$ cat config.mk
export PLATFORM = sky130hd
export DESIGN_NAME = thresh_config_loader
export DESIGN_NICKNAME = d
export VERILOG_FILES = /design/src/rtl/acl_cfg_pkg.sv /design/src/rtl/preset_change_detect.sv /design/src/rtl/thresh_config_loader.sv
export SDC_FILE = /design/constraint.sdc
export NUM_CORES = 1
export LEC_CHECK = 0
export ABC_AREA = 1
export CAP_MARGIN = 0
export CORE_ASPECT_RATIO = 0.6
export CORE_UTILIZATION = 52
export CTS_CLUSTER_DIAMETER = 40
export DETAILED_ROUTE_END_ITERATION = 10
export PLACE_DENSITY = 0.85
export SETUP_SLACK_MARGIN = 0.02
export SLEW_MARGIN = 10
export SYNTH_ARGS = -nofsm -noshare
export SYNTH_HDL_FRONTEND = slang
export SYNTH_SLANG_ARGS = --single-unit
$ cat constraint.sdc
create_clock -name i_clk_20mhz -period 3 [get_ports i_clk_20mhz]
set_clock_uncertainty 0.1 [all_clocks]
set_input_delay 0.6 -clock i_clk_20mhz [delete_from_list [all_inputs] [get_ports i_clk_20mhz]]
set_output_delay 0.6 -clock i_clk_20mhz [all_outputs]
set_load 0.03 [all_outputs]
$ cat src/rtl/acl_cfg_pkg.sv
// Shared definitions for the ADXL362 activity/inactivity configuration loader:
// FSM state type, register base addresses and threshold width.
package acl_cfg_pkg;

  localparam int THRESH_WIDTH = 11;
  localparam int SEQ_LEN      = 6;
  localparam logic [2:0] SEQ_LAST = 3'(SEQ_LEN - 1);

  // Each base address is the low byte of a two-register pair (0x20..0x26).
  localparam logic [7:0] ADDR_THRESH_ACT_L   = 8'h20;
  localparam logic [7:0] ADDR_THRESH_INACT_L = 8'h23;
  localparam logic [7:0] ADDR_TIME_INACT_L   = 8'h25;

  typedef enum logic [2:0] {
    ST_IDLE,
    ST_LATCH,
    ST_ISSUE,
    ST_WAIT,
    ST_DONE
  } state_t;

  function automatic logic [15:0] clamp_u16(input logic [15:0] value,
                                            input logic [15:0] ceiling);
    return (value > ceiling) ? ceiling : value;
  endfunction

endpackage

$ cat src/rtl/preset_change_detect.sv
// Remembers the previous preset enum and raises a sticky pending flag on any
// change; the flag starts set so the first preset loads right after reset.
module preset_change_detect (
  input  logic       clk,
  input  logic       rst,
  input  logic [3:0] i_enum,
  input  logic       i_clear,
  output logic       o_pending
);

  logic [3:0] enum_prev_q, enum_prev_d;
  logic       pending_q, pending_d;
  logic       change;

  // A change arriving on the same cycle as the clear must not be lost.
  always_comb begin
    enum_prev_d = i_enum;
    change      = (i_enum != enum_prev_q);
    pending_d   = pending_q;
    if (i_clear) pending_d = 1'b0;
    if (change)  pending_d = 1'b1;
  end

  always_ff @(posedge clk or posedge rst) begin
    if (rst) begin
      enum_prev_q <= 4'd0;
      pending_q   <= 1'b1;
    end else begin
      enum_prev_q <= enum_prev_d;
      pending_q   <= pending_d;
    end
  end

  assign o_pending = pending_q;

endmodule

$ cat src/rtl/thresh_config_loader.sv
// Writes the selected threshold/timer preset into the ADXL362 activity and
// inactivity registers, one register per write-command handshake.
module thresh_config_loader
  import acl_cfg_pkg::*;
#(
  parameter logic [15:0] parm_thresh_max          = 16'd2047,
  parameter logic [7:0]  parm_addr_thresh_act_l   = ADDR_THRESH_ACT_L,
  parameter logic [7:0]  parm_addr_thresh_inact_l = ADDR_THRESH_INACT_L,
  parameter logic [7:0]  parm_addr_time_inact_l   = ADDR_TIME_INACT_L
) (
  input  logic        i_clk_20mhz,
  input  logic        i_rst_20mhz,
  input  logic [3:0]  i_value_enum,
  input  logic [15:0] i_value_thresh,
  input  logic [15:0] i_value_timer,
  output logic        o_wr_valid,
  input  logic        i_wr_ready,
  output logic [7:0]  o_wr_addr,
  output logic [7:0]  o_wr_data,
  input  logic        i_wr_done,
  output logic        o_busy,
  output logic        o_load_done,
  output logic [3:0]  o_loaded_enum,
  output logic        o_clamped
);

  state_t                  state_q, state_d;
  logic [2:0]              idx_q, idx_d;
  logic [3:0]              seq_enum_q, seq_enum_d;
  logic [THRESH_WIDTH-1:0] thresh_q, thresh_d;
  logic [15:0]             timer_q, timer_d;
  logic                    clamped_q, clamped_d;
  logic [3:0]              loaded_enum_q, loaded_enum_d;
  logic                    pending;
  logic                    pending_clear;
  logic [15:0]             thresh_clamped;
  logic                    unused_thresh_hi;

  preset_change_detect u_change_detect (
    .clk       (i_clk_20mhz),
    .rst       (i_rst_20mhz),
    .i_enum    (i_value_enum),
    .i_clear   (pending_clear),
    .o_pending (pending)
  );

  // The clamped value never exceeds the 11-bit register field, so the upper bits are dead.
  assign thresh_clamped   = clamp_u16(i_value_thresh, parm_thresh_max);
  assign unused_thresh_hi = ^thresh_clamped[15:THRESH_WIDTH];

  always_ff @(posedge i_clk_20mhz or posedge i_rst_20mhz) begin
    if (i_rst_20mhz) begin
      state_q       <= ST_IDLE;
      idx_q         <= 3'd0;
      seq_enum_q    <= 4'd0;
      thresh_q      <= '0;
      timer_q       <= 16'd0;
      clamped_q     <= 1'b0;
      loaded_enum_q <= 4'd0;
    end else begin
      state_q       <= state_d;
      idx_q         <= idx_d;
      seq_enum_q    <= seq_enum_d;
      thresh_q      <= thresh_d;
      timer_q       <= timer_d;
      clamped_q     <= clamped_d;
      loaded_enum_q <= loaded_enum_d;
    end
  end

  always_comb begin
    state_d       = state_q;
    pending_clear = 1'b0;
    case (state_q)
      ST_IDLE: begin
        if (pending) begin
          state_d       = ST_LATCH;
          pending_clear = 1'b1;
        end
      end
      ST_LATCH: state_d = ST_ISSUE;
      ST_ISSUE: begin
        if (i_wr_ready) state_d = ST_WAIT;
      end
      ST_WAIT: begin
        if (i_wr_done) state_d = (idx_q == SEQ_LAST) ? ST_DONE : ST_ISSUE;
      end
      ST_DONE: state_d = ST_IDLE;
      default: state_d = ST_IDLE;
    endcase
  end

  // Sequence registers are snapshotted once so later preset changes cannot tear a sequence.
  always_comb begin
    idx_d         = idx_q;
    seq_enum_d    = seq_enum_q;
    thresh_d      = thresh_q;
    timer_d       = timer_q;
    clamped_d     = clamped_q;
    loaded_enum_d = loaded_enum_q;
    case (state_q)
      ST_LATCH: begin
        seq_enum_d = i_value_enum;
        thresh_d   = thresh_clamped[THRESH_WIDTH-1:0];
        timer_d    = i_value_timer;
        clamped_d  = (i_value_thresh > parm_thresh_max);
        idx_d      = 3'd0;
      end
      ST_WAIT: begin
        if (i_wr_done) begin
          if (idx_q == SEQ_LAST) loaded_enum_d = seq_enum_q;
          else                   idx_d         = idx_q + 3'd1;
        end
      end
      default: ;
    endcase
  end

  always_comb begin
    o_wr_valid    = (state_q == ST_ISSUE);
    o_busy        = (state_q != ST_IDLE);
    o_load_done   = (state_q == ST_DONE);
    o_loaded_enum = loaded_enum_q;
    o_clamped     = clamped_q;
    o_wr_addr     = 8'd0;
    o_wr_data     = 8'd0;
    if (state_q == ST_ISSUE) begin
      case (idx_q)
        3'd0: begin
          o_wr_addr = parm_addr_thresh_act_l;
          o_wr_data = thresh_q[7:0];
        end
        3'd1: begin
          o_wr_addr = parm_addr_thresh_act_l + 8'd1;
          o_wr_data = 8'(thresh_q[THRESH_WIDTH-1:8]);
        end
        3'd2: begin
          o_wr_addr = parm_addr_thresh_inact_l;
          o_wr_data = thresh_q[7:0];
        end
        3'd3: begin
          o_wr_addr = parm_addr_thresh_inact_l + 8'd1;
          o_wr_data = 8'(thresh_q[THRESH_WIDTH-1:8]);
        end
        3'd4: begin
          o_wr_addr = parm_addr_time_inact_l;
          o_wr_data = timer_q[7:0];
        end
        3'd5: begin
          o_wr_addr = parm_addr_time_inact_l + 8'd1;
          o_wr_data = timer_q[15:8];
        end
        default: ;
      endcase
    end
  end

endmodule

Yosys cells after proc, flatten, opt, wreduce, memory -nomap -nowiden
Cells that the tools add are included.
Storage, ports and cells
  bits in registers: 47
  input bits: 40
  output and inout bits: 24
  word-level logic and storage cells: 52
Operators by class
  add/subtract/negate cells: 1
  $lt $le $gt $ge: 1
  equal/unequal tests: 14
  multiplexer cells: 17
  reductions and logical operators: 10
Operator list (number)
  case mux 6 bit (6 select lines): 1
  case mux 8 bit (4 select lines): 1
  two-way mux 3 bit: 6
  greater-than comparator 16 x 11 -> 1 bit, second input constant: 1
  equality test 3 x 2 -> 1 bit, second input constant: 4
  case mux 3 bit (4 select lines): 1
  two-way mux 11 bit: 1
  equality test 3 bit, second input constant: 3
  AND reduction 3 bit: 3
  two-way mux 8 bit: 1
  equality test 3 x 1 -> 1 bit, second input constant: 2
  logical NOT 3 bit: 2
  two-way mux 6 bit: 1
  case mux 3 bit (2 select lines): 1
  two-way mux 1 bit: 4
  inequality test 2 x 1 -> 1 bit, second input constant: 2
  inequality test 2 bit, second input constant: 2
  inequality test 4 bit: 1
  nonzero test 2 bit: 2
  OR reduction 2 bit: 2
  adder 3 x 1 -> 3 bit, second input constant: 1
  nonzero test 3 bit: 1

Depth between registers and ports, before layout
  depth after elaboration: 4
  depth in mapped cells: 9
  gate-level depth less buffers: 9

By module
A second synthesis with hierarchy kept.
Second synthesis, totals
  cells, all modules: 313
  area total of the unflattened synthesis: 2381.0 µm²
By module, submodules not included
  thresh_config_loader: times used 1, cells each 287, area an instance 2169.6 µm², seq. area each 1051.0 µm²
  preset_change_detect: times used 1, cells each 26, area an instance 211.5 µm², seq. area each 126.4 µm²

Worst setup path after synthesis
OpenSTA, ideal clock, no wires.
  path type: register to output
  start point: reg idx_q[1]
  end point: out o_wr_data[6]
  arrival: 1.563 ns
  data required time: 2.300 ns
  setup slack: 0.737 ns
  stages on the path, launching flop included: 9
  buffers on the path: 0
  cell sequence: dfrtp_1 inv_1 ha_1 nand2_1 inv_1 nand2_1 o21ai_0 inv_1 a21oi_1
Between the ends
  longest elaborated chain between the ends: 4
  elaborated cells on any way between the ends: 10
  classes of those cells: eq/ne (5); mux (2); reduce/logical (3)
Ends and longest elaborated chain
  start: declaration: line thresh_config_loader.sv:28  | logic [2:0] idx_q, idx_d;
  start signal: assignment: line thresh_config_loader.sv:62  | idx_q <= idx_d;
  equality test 3 x 2 -> 1 bit, or another cell as far along: line thresh_config_loader.sv:128  | case (idx_q)
  OR reduction 2 bit (no line)
  case mux 8 bit (4 select lines) *: line thresh_config_loader.sv:128
  two-way mux 8 bit *: line thresh_config_loader.sv:127  | if (state_q == ST_ISSUE) begin
  end: declaration: line thresh_config_loader.sv:19  | output logic [7:0] o_wr_data,
Every way passes the cells marked *; elsewhere a longest branch is shown, timed or not.

Final worst setup path
  start point: reg idx_q[1]
  end point: out o_wr_addr[1]
Between the ends
  longest elaborated chain between the ends: 3
  elaborated cells on any way between the ends: 8
  classes of those cells: eq/ne (5); mux (2); reduce/logical (1)
Ends and longest elaborated chain
  equality test 3 bit, or another cell as far along: line thresh_config_loader.sv:128
  case mux 6 bit (6 select lines) *: line thresh_config_loader.sv:128
  two-way mux 6 bit *: line thresh_config_loader.sv:127
  end: declaration: line thresh_config_loader.sv:18  | output logic [7:0] o_wr_addr,
Marked as above.

==> results_dict.tcl <==
set metrics [dict create \
    cp-start-kind "flip-flop" \
    clkPwrFrac_pct 12.7 \
    vias 2208 \
    vdd_drop_max_mv 0.597 \
    sw_frac_of_total_pct 46.0 \
    ios 64 \
    nets 407 \
    antenna_cells 0 \
    vias_per_cell 5.22 \
    grt_overflow 0 \
    die_h_um 54.1 \
    dr.pass1.iters 5 \
    fmax_mhz 346 \
    layout-drive-gt1-share_pct 6.89 \
    required_ps 2300 \
    dp_hpwl_um 4200 \
    fin_crit_sh_pct 96.3 \
    grt_pass1_wl_um 9400 \
    core_area_mm2 0.00421 \
    p_switching_uw 1370 \
    syn_avg_cell_area_um2 7.73 \
    die_w_um 88.8 \
    cpMaxStageDelayCell "clkdlybuf4s50_1" \
    synth_seq_area_share_pct 50.1 \
    cts_tree "built" \
    synth-xor-area-share_pct 1.49 \
    run_status "finished, final reports clean" \
    synth_compound_gate_area_share_pct 5.86 \
    num_rows 18 \
    drc 0 \
    clock_latency_ps 300 \
    ys_ff_latch 47 \
    synthCells 304 \
    period_minus_slack_ps 2890 \
    synth-simple-area-share_pct 31.6 \
    grtUsageTotal_pct 26.5 \
    worst_pin_slew_ps 507 \
    clk_path_buf_depth 2 \
    yosysMostFrequentCell "nand2_1" \
    holdCritPathClass "flip-flop to flip-flop" \
    synth_mux_area_share_pct 0 \
    clkTransAtPathRegs_ps 90 \
    slew_headroom_pct 66.1 \
    portBuffers 59 \
    p_leak_uw 0.00165 \
    finalSetupViolCount 0 \
    reg2reg_slack_ps 1130 \
    die-area_mm2 0.00480 \
    synth_edf_count 0 \
    fin_ws_ps 111 \
    cts_buffers 5 \
    power.share.sequential_pct 37.0 \
    crit_type "flip-flop to primary output" \
    initial_utilization_pct 55.8 \
    hold_buffers 0 \
    drt_iter0_markers 238 \
    area_growth_pct 29.5 \
    yosysTopAreaCellShare_pct 49.0 \
    netlist_area_mm2 0.00235 \
    synth_top_family_by_area "simple AND/OR/NAND/NOR gates" \
    synthAdderAreaFrac_pct 2.66 \
    cp_data_arrival_time_ps 2190 \
    p_comb_share_pct 50.3 \
    powerDensity_mw_per_mm2 979 \
    routedWlPerCell_um 13.6 \
    hold_viol_final 0 \
    cts_sinks 47 \
    synth_area_leaders "dfrtp_1 (49%), nand2_1 (17%), nand3_1 (7.2%)" \
    cpPeakStageDelay_ps 710 \
    p_int_uw 1610 \
    synth_top_flop_cell "dfrtp_1" \
    ys_top_cells_by_count "nand2_1 (109), dfrtp_1 (46), nand3_1 (34)" \
    grt_max_degree 50 \
    antenna_left 0 \
    rsz0062_at_grt "false" \
    yosysTopAreaCell "dfrtp_1" \
    yosys_warnings 0 \
    cts-root-buf "clkbuf_8" \
    worstPathCellList "inv_1 -> ha_1 -> nand2_1 -> a21oi_1 -> clkdlybuf4s50_1" \
    maxCapViolCount 0 \
    antenna_found_initial 0 \
    htreeDepth 2 \
    gp_congestion 0.954 \
    path_max_fanout 5 \
    grt_pass1_vias 2019 \
    wl_um 5740 \
    pre_cts_ws_ps 185 \
    synth_cell_types 23 \
    maxSlewViolCount 0 \
    cp-end-kind "primary output" \
    setup-tns-final_ps 0 \
    async_flop_share_pct 100 \
]
[layer usage]
layer | GRT usage [%] | vias to the layer above | share of wire (%) | wire length [um]
li1 | - | 1061 | - | -
met1 | 39.2 | 1043 | 48 | 2770
met2 | 39.7 | 94 | 44 | 2510
met3 | 5.98 | 10 | 7.0 | 403
met4 | 6.18 | 0 | 0.94 | 54
met5 | 0 | - | 0 | 0
[worst max-delay path: cells and delay by family (launching register included)]
| kind | cells | cell delay, ps |
|---|---|---|
| buffers and inverters | 2 | 810 |
| AOI/OAI and AO/OA | 1 | 260 |
| DFF | 1 | 430 |
| adders and majority gates | 1 | 230 |
| and+or+nand+nor | 1 | 160 |
[power by group through the flow]
stage	combinational, uW	sequential (uW)	clock (uW)
2_1_floorplan	993	1100	0
3_3_place_gp	1480	1100	0
3_5_place_dp	1530	1100	0
4_1_cts	1500	1090	385
5_1_grt	1650	1130	410
6_report	1500	1100	378
[kinds of logic (layout without fill, tap and decap cells)]
group,count (synthesis),count (layout)
other cells,1,4
simple gates,179,179
buf+inv,42,98
fa+ha+maj,5,5
compound gates,26,26
flops,47,47
xor+xnor,4,4
[registers in the layout, summed over array words and instances, names as in the netlist]
signal / cells
timer_q: 16
thresh_q: 11
o_loaded_enum: 4
seq_enum_q: 4
u_change_detect.enum_prev_q: 4
idx_q: 3
state_q: 3
o_clamped: 1
u_change_detect.o_pending: 1
[worst paths after layout]
kind / cells after the start / end / startpoint
worst min-delay path: 2 / u_change_detect.o_pending$_DFFE_PP1P_ / u_change_detect.o_pending$_DFFE_PP1P_
worst min register to register: 2 / u_change_detect.o_pending$_DFFE_PP1P_ / u_change_detect.o_pending$_DFFE_PP1P_
min in group asynchronous: 2 / o_loaded_enum[3]$_DFFE_PP0P_ / i_rst_20mhz
worst max-delay path: 5 / o_wr_addr[1] / idx_q[1]$_DFFE_PP0P_
worst max register to register: 9 / idx_q[1]$_DFFE_PP0P_ / idx_q[1]$_DFFE_PP0P_
max in group asynchronous: 3 / timer_q[10]$_DFFE_PP0N_ / i_rst_20mhz
[through the flow]
stage | hold slack (ps) | total power (uW) | area [um2] | util (%) | cells
after floorplan | 342 | 2100 | 2360 | - | 307
after detailed placement | 357 | 2630 | 2970 | 70.5 | 415
after global placement | 352 | 2580 | 2970 | 70.5 | 415
final | 369 | 2980 | 3040 | 72.2 | 423
after global routing | 410 | 3190 | 3040 | 72.2 | 423
after CTS | 372 | 2980 | 3040 | 72.3 | 423
[placed cells by master (no fill, tap or decap), types with 3 or more instances in the layout]
cell type and n:
a21oi_1 9, inv_1 21, buf_4 4, clkbuf_2 4, dfrtp_1 46, nor2_1 27
nand3b_1 6, nand3_1 34, clkbuf_8 5, dlygate4sd2_1 3, inv_2 6, ha_1 5
o21ai_0 8, nand2_1 108, o21ai_1 6, conb_1 4, dlymetal6s2s_1 4, clkdlybuf4s50_1 48
xnor2_1 4
[what timing repair did]
| item | CTS | global route |
|---|---|---|
| buffers inserted | 0 | 0 |
| resized for setup | 7 | 13 |
| setup endpoints to repair | 7 | 9 |
| hold endpoints to repair | 0 | 0 |
| cloned | 0 | 0 |
[layout make-up]
| type | instances | area, um2 |
|---|---|---|
| Inverter | 27 | 101 |
| Timing Repair Buffer | 63 | 607 |
| Fill cell | 365 | 1170 |
| Multi-Input combinational cell | 218 | 996 |
| Tap cell | 60 | 75.1 |
| Clock inverter | 2 | 12.5 |
| Sequential cell | 47 | 1180 |
| Clock buffer | 6 | 72.6 |
(Power assumes the default switching activity.)
